<file path="config.mk">
export PLATFORM = sky130hd
export DESIGN_NAME = s2f_xfer_arbiter
export DESIGN_NICKNAME = d
export VERILOG_FILES = /design/src/rtl/s2f_xfer_arbiter.sv
export SDC_FILE = /design/constraint.sdc
export NUM_CORES = 1
export LEC_CHECK = 0
export CAP_MARGIN = 20
export CORE_UTILIZATION = 42
export CTS_CLUSTER_SIZE = 28
export DETAILED_ROUTE_END_ITERATION = 16
export PLACE_DENSITY = 0.77
export SLEW_MARGIN = 0
export SYNTH_ARGS = -nofsm -noshare
export SYNTH_HDL_FRONTEND = slang
export SYNTH_SLANG_ARGS = --single-unit
export TNS_END_PERCENT = 30
</file>
<file path="constraint.sdc">
create_clock -name clk1 -period 3.4 [get_ports clk1]
set_input_delay 1.02 -clock clk1 [delete_from_list [all_inputs] [get_ports clk1]]
set_output_delay 1.02 -clock clk1 [all_outputs]
set_load 0.05 [all_outputs]
</file>
<file path="src/rtl/s2f_xfer_arbiter.sv">
// Round-robin arbiter sharing one toggle-based slow-to-fast crossing channel.
// Launches a held payload with a toggle flip and waits for the synchronised echo.
module s2f_xfer_arbiter #(
  parameter int NREQ        = 4,
  parameter int DW          = 8,
  parameter int ACK_TIMEOUT = 15,
  localparam int IW         = $clog2(NREQ)
) (
  input  logic               clk1,
  input  logic               rstn,
  input  logic [NREQ-1:0]    req,
  input  logic [NREQ*DW-1:0] req_data,
  output logic [NREQ-1:0]    gnt,
  output logic               xfer_tog,
  output logic [DW-1:0]      xfer_data,
  output logic [IW-1:0]      xfer_id,
  input  logic               ack_tog,
  output logic               busy,
  output logic               err,
  input  logic               err_clr
);

  localparam int CW = (ACK_TIMEOUT > 1) ? $clog2(ACK_TIMEOUT + 1) : 1;
  localparam logic [CW-1:0] TO_LAST = CW'(ACK_TIMEOUT - 1);

  typedef enum logic [1:0] {
    S_IDLE,
    S_WAIT,
    S_ERR
  } state_t;

  state_t            r_state;
  logic [IW-1:0]     r_ptr;
  logic [CW-1:0]     r_cnt;
  logic              r_tog;
  logic [DW-1:0]     r_data;
  logic [IW-1:0]     r_id;
  logic [NREQ-1:0]   r_gnt;
  logic              r_err;

  state_t            w_state_n;
  logic [2*NREQ-1:0] w_dbl;
  logic [IW:0]       w_sum;
  logic              w_any;
  logic [IW-1:0]     w_sel;
  logic [IW-1:0]     w_ptr_n;
  logic [DW-1:0]     w_pay;
  logic              w_done;
  logic              w_launch;
  logic              w_timeout;

  // Rotate so bit 0 is the requester at ptr; first set bit wins.
  assign w_dbl = {req, req} >> r_ptr;

  always_comb begin
    w_any = 1'b0;
    w_sel = '0;
    w_sum = '0;
    for (int k = 0; k < NREQ; k++) begin
      if (w_dbl[k] && !w_any) begin
        w_any = 1'b1;
        w_sum = {1'b0, r_ptr} + (IW+1)'(k);
        if (w_sum >= (IW+1)'(NREQ)) begin
          w_sum = w_sum - (IW+1)'(NREQ);
        end
        w_sel = w_sum[IW-1:0];
      end
    end
  end

  always_comb begin
    w_pay = '0;
    for (int i = 0; i < NREQ; i++) begin
      if (w_sel == IW'(i)) begin
        w_pay = req_data[i*DW +: DW];
      end
    end
  end

  assign w_ptr_n = (w_sel == IW'(NREQ - 1)) ? '0 : w_sel + 1'b1;
  assign w_done  = (ack_tog == r_tog);

  // Completion is tested before timeout so a same-cycle echo wins.
  always_comb begin
    w_state_n = r_state;
    w_launch  = 1'b0;
    w_timeout = 1'b0;
    case (r_state)
      S_IDLE: begin
        if (w_any) begin
          w_launch  = 1'b1;
          w_state_n = S_WAIT;
        end
      end
      S_WAIT: begin
        if (w_done) begin
          w_state_n = S_IDLE;
        end else if (ACK_TIMEOUT != 0 && r_cnt == TO_LAST) begin
          w_timeout = 1'b1;
          w_state_n = S_ERR;
        end
      end
      S_ERR: begin
        if (w_done) begin
          w_state_n = S_IDLE;
        end
      end
      default: w_state_n = S_IDLE;
    endcase
  end

  always_ff @(posedge clk1 or negedge rstn) begin
    if (!rstn) begin
      r_state <= S_IDLE;
      r_ptr   <= '0;
      r_cnt   <= '0;
      r_tog   <= 1'b0;
      r_data  <= '0;
      r_id    <= '0;
      r_gnt   <= '0;
      r_err   <= 1'b0;
    end else begin
      r_state <= w_state_n;
      r_gnt   <= '0;
      if (w_launch) begin
        r_tog  <= ~r_tog;
        r_data <= w_pay;
        r_id   <= w_sel;
        r_gnt  <= NREQ'(1) << w_sel;
        r_ptr  <= w_ptr_n;
        r_cnt  <= '0;
      end else if (r_state == S_WAIT && !w_done) begin
        r_cnt <= r_cnt + 1'b1;
      end
      if (w_timeout) begin
        r_err <= 1'b1;
      end else if (err_clr) begin
        r_err <= 1'b0;
      end
    end
  end

  assign gnt       = r_gnt;
  assign xfer_tog  = r_tog;
  assign xfer_data = r_data;
  assign xfer_id   = r_id;
  assign busy      = (r_state != S_IDLE);
  assign err       = r_err;

endmodule

</file>
Word level (Yosys, flattened, before mapping)
Cells that the tools add are included.
Widths: inputs -> output; s select.
Operators by class
  add/subtract/negate cells: 9
  magnitude comparators: 4
  equal/unequal tests: 10
  shifts and indexed selects: 2
  mux-type cells: 32
  bitwise gates (word level): 1
  reduce and logical (&&, ||, !) cells: 14
Operators with widths (count)
  $mux 8: 4
  $mux 2: 13
  $mux 4: 3
  $mux 1: 11
  $ge 3x3->1 const B: 3
  $shr 8x2->4: 1
  $sub 2x1->2 const B: 4
  $add 2x2->3 const B: 2
  $eq 2x2->1 const B: 3
  $pmux 2 s3: 1
  $reduce_bool 2->1: 3
  $add 4x1->4 const B: 1
  $eq 2x1->1 const B: 2
  $eq 4x4->1 const B: 1
  $logic_and 1x1->1: 4
  $logic_not 1->1: 4
  $logic_not 2->1: 2
  $ne 2x2->1 const B: 2
  $shl 1x2->4 const A: 1
  $add 2x1->3 const B: 1
  $ge 2x3->1 const B: 1
  $ne 3x3->1 const B: 1
  $reduce_and 3->1: 1
  $add 2x1->2 const B: 1
  other kinds (2): 2
Storage, ports and cells
  bits in registers: 24
  word-level logic and storage cells: 80

Longest topological paths before layout
  depth after elaboration: 16
  gate-level depth with buffers: 11

Least setup slack after synthesis
Ideal clock, no wire load.
  path type: input to register
  from: input req[3]
  to: register r_data[6] (netlist: xfer_data[6])
  library setup time: 127 ps
  arrival time: 2765 ps
  data required time: 3273 ps
  slack: 508 ps
  cell stages on the path: 11
  path buffers: 2
  path through: nor2b_1 > o21a_1 > a311oi_1 > inv_1 > ha_1 > clkbuf_1 > buf_2 > a21oi_1 > o21ai_0 > a221oi_1 > nor2_1
Between the ends
  longest elaborated chain between the ends: 16
Ends and longest elaborated chain
  from (decl): line 11  | input logic [NREQ-1:0] req,
  $shr 8x2->4 (*): line 53  | assign w_dbl = {req, req} >> r_ptr;
  $mux 1: line 60  | if (w_dbl[k] && !w_any) begin
  $logic_not 1->1: line 60
  $logic_and 1x1->1: line 60
  $mux 1: line 60
  $logic_not 1->1: line 60
  $logic_and 1x1->1: line 60
  $mux 1: line 60
  $logic_not 1->1: line 60
  $logic_and 1x1->1: line 60
  $mux 2 (*): line 60
  via w_sel[0]: line 45  | logic [IW-1:0] w_sel;
  $logic_not 2->1: line 74  | if (w_sel == IW'(i)) begin
  $mux 8 (3 in series): line 74
  $mux 8 (*): line 74
  to (signal assigned): line 127  | r_data <= w_pay;
  to (decl): line 36  | logic [DW-1:0] r_data;
The timed path passes the listed nets; every way through them passes the cells marked *.
A chain may end at the register's enable or synchronous reset.

Final worst setup path
  from: input req[3]
  to: register r_data[4] (netlist: xfer_data[4])
The elaborated chain is that of the path after synthesis.

==> impl_metrics.json <==
{
  "status": "finished, final reports clean",
  "relSlewSlack_pct": 64.6,
  "synth_enable_flop_cells": 0,
  "routedWlPerCell_um": 14.7,
  "antenna_found_initial": 0,
  "die-area_um2": 3380,
  "cap_violations": 0,
  "drc": 0,
  "synth_top_flop_cell": "dfrtp_1",
  "irDropWorstVdd_mv": 0.466,
  "die_height_um": 58.1,
  "io_pins": 57,
  "max_slew.worst_pin.slew_ns": 0.529,
  "crit_path_max_fanout": 7,
  "cts_max_level": 1,
  "setup_tns_ns": 0,
  "grt_first_pass_wirelength_um": 5840,
  "slew_viol_final": 0,
  "skew_ns": 0.00175,
  "antenna_left": 0,
  "power.density_nw_per_um2": 874,
  "synth_cells": 140,
  "max_freq_mhz": 326,
  "hpwl_um": 2750,
  "grt_use_total_pct": 22.5,
  "switching_share_pct": 48.6,
  "final_cell_area_um2": 1980,
  "clockBufferDepth": 2,
  "area_growth_pct": 49.7,
  "wirelength_um": 3530,
  "grt_start_max_net_pins": 25,
  "synth_common_cells": "dfrtp_1 (24), a21oi_1 (17), inv_1 (14), nor2_1 (14), a221oi_1 (9)",
  "drive_gt1_share_pct": 9.05,
  "muxShareOfSynthArea_pct": 2.55,
  "start_kind": "input pin",
  "vias_per_cell": 5.19,
  "max_stage_delay_ns": 0.52,
  "drtIter0Drc": 63,
  "setup_ws_ns": 0.331,
  "place_area_um2": 1950,
  "firstDrtPassIters": 4,
  "synth_nets": 186,
  "grt_pass1_vias": 1339,
  "fin_util_pct": 68.8,
  "globalplace.congestion": 0.788,
  "ys_warn_count": 0,
  "rsz0062_at_grt": "no",
  "power_frac_comb_pct": 65.5,
  "period_minus_slack_ns": 3.07,
  "synth-seq-cells": 24,
  "setup_viol": 0,
  "leakage_uw": 0.000873,
  "dp_slack_ns": -0.135,
  "start_util_pct": 46.0,
  "cts_sinks": 24,
  "die_width_um": 58.1,
  "synthAdderAreaFrac_pct": 5.68,
  "ys_seq_area_share_pct": 45.4,
  "cts_tree": "done",
  "p_switching_uw": 841,
  "slowest_stage": "clkdlybuf4s50_1",
  "syn_area_um2": 1320,
  "cts_setup_buffers": 0,
  "vias": 1251,
  "cp_common_cell": "a221oi_1",
  "yosys-top-cells-area": "dfrtp_1 (45%), a21oi_1 (6.4%), a221oi_1 (6.0%)",
  "synth_compound_gate_area_share_pct": 25.2,
  "crit_type": "input pin to flop",
  "hp-class": "flop to flop",
  "cts_resized": 0,
  "async_flop_share_pct": 100,
  "overflow": 0,
  "num_rows": 19,
  "cts.hold.buffers_added": 0,
  "hold_viol": 0,
  "clkPwrFrac_pct": 7.0,
  "synth_top_area_cell": "dfrtp_1",
  "synth_cell_types": 29,
  "post-route-period-util_pct": 90.3,
  "cp-end-kind": "flop",
  "synth.top_cell.area_share_pct": 45.4,
  "core_region_area_um2": 2880,
  "synth-simple-area-share_pct": 12.1,
  "arrival_ns": 3.30,
  "pwr-share-seq_pct": 27.5,
  "hold_slack_ns": 0.523,
  "path_clk_slew_ns": 0.12,
  "yosys.area_share.xor_xnor_pct": 1.99,
  "layout.nets": 247,
  "clk_latency_ns": 0.30,
  "place.port_buffers": 56,
  "synth_top_family_by_area": "compound AO/OA/AOI/OAI gates",
  "path_cells": "clkdlybuf4s50_1 > nor2b_1 > a21o_1 > a221oi_1 > inv_1 > ha_1 > nor2b_2 > a221oi_1 > a211o_1 > a21oi_1",
  "avgSynthCellArea_um2": 9.45,
  "cts_made_buffers": 3,
  "antenna_cells": 0,
  "synth.most_common_cell": "dfrtp_1",
  "cell_internal_pwr_uw": 890,
  "cts-root-buf": "clkbuf_4",
  "crit_required_ns": 3.63
}
## cells in the final DEF, fill, tap and decap left out
| cell | Yosys | layout |
|---|---|---|
| a211o_1 | 7 | 7 |
| ha_1 | 6 | 6 |
| nand2_1 | 7 | 7 |
| o21a_1 | 1 | 1 |
| o211ai_1 | 2 | 2 |
| a21oi_2 | 2 | 2 |
| buf_4 | 0 | 8 |
| or2_0 | 1 | 1 |
| nor2_1 | 14 | 14 |
| o31ai_1 | 3 | 3 |
| clkdlybuf4s50_1 | 0 | 56 |
| dfrtp_1 | 24 | 24 |
| a221oi_1 | 9 | 9 |
| clkbuf_4 | 0 | 3 |
| nand3_1 | 2 | 2 |
| a311oi_1 | 1 | 1 |
| a21oi_1 | 17 | 17 |
| inv_1 | 14 | 14 |
| nor2b_1 | 2 | 1 |
| a21o_1 | 2 | 2 |
| o22ai_1 | 1 | 1 |
| or3b_1 | 1 | 1 |
| nor2b_2 | 0 | 1 |
| mux2_2 | 3 | 3 |
| o21ai_0 | 3 | 3 |
| or2_2 | 1 | 1 |
| xnor2_1 | 3 | 3 |
| nand2b_1 | 1 | 1 |
| and2_1 | 4 | 4 |
| and3_1 | 1 | 1 |
## stage by stage
| step | power [µW] | cells |
|---|---|---|
| floorplan | 1240 | 140 |
| global placement | 1570 | 238 |
| detailed placement | 1610 | 238 |
| CTS | 1740 | 241 |
| global route | 1850 | 241 |
| finish | 1730 | 241 |
## sequential cells by signal (all words and copies together) (netlist names)
| signal | cells |
|---|---|
| r_cnt | 4 |
| gnt | 4 |
| r_ptr | 2 |
| err | 1 |
| xfer_id | 2 |
| xfer_tog | 1 |
| r_state | 2 |
| xfer_data | 8 |
## area by class of cell
class                   count  area [µm²]
well taps                  42        52.6
inverters                  14        52.6
flip-flops and latches     24         601
clock buffers               3        22.5
repair buffers             64         621
multi-input cells          94         631
fillers                   255         897
## routing by layer
| layer | share of wire, % | global-route usage, % | up-vias |
|---|---|---|---|
| li1 | - | - | 610 |
| met1 | 41 | 27.7 | 604 |
| met2 | 54 | 40.6 | 33 |
| met3 | 2.9 | 2.68 | 4 |
| met4 | 1.5 | 7.82 | 0 |
| met5 | 0 | 0 | - |
## worst paths after layout
path                            startpoint      endpoint  slack, ns  cells past startpoint
min in group asynchronous             rstn  xfer_data[4]       1.06                      2
worst max register to register    r_ptr[1]  xfer_data[4]       1.03                      9
worst min-delay path            xfer_id[0]    xfer_id[0]       0.52                      1
worst max-delay path                req[3]  xfer_data[4]       0.33                     10
worst min register to register  xfer_id[0]    xfer_id[0]       0.52                      1
max in group asynchronous             rstn    r_state[1]       2.10                      2
## cells by family after synthesis
group                    Yosys count
XOR/XNOR                           3
multiplexers                       3
buffers and inverters             22
AND/OR/NAND/NOR                   34
adder cells (fa/ha/maj)            6
flip-flops                        24
AO/OA/AOI/OAI                     48
## power groups by stage
stage                     sequential (µW)  combinational, µW  clock [µW]
after global routing                  491               1220         134
after floorplan                       751                492           0
after global placement                474               1100           0
final                                 476               1130         121
after CTS                             476               1140         126
after detailed placement              481               1130           0
## critical path: cells and delay by family
family                   cells  cell delay (ns)
buffers and inverters        2             0.63
AO/OA/AOI/OAI                5             1.06
AND/OR/NAND/NOR              2             0.36
adder cells (fa/ha/maj)      1             0.22
No activity file was read; power rests on OpenSTA's default activity.
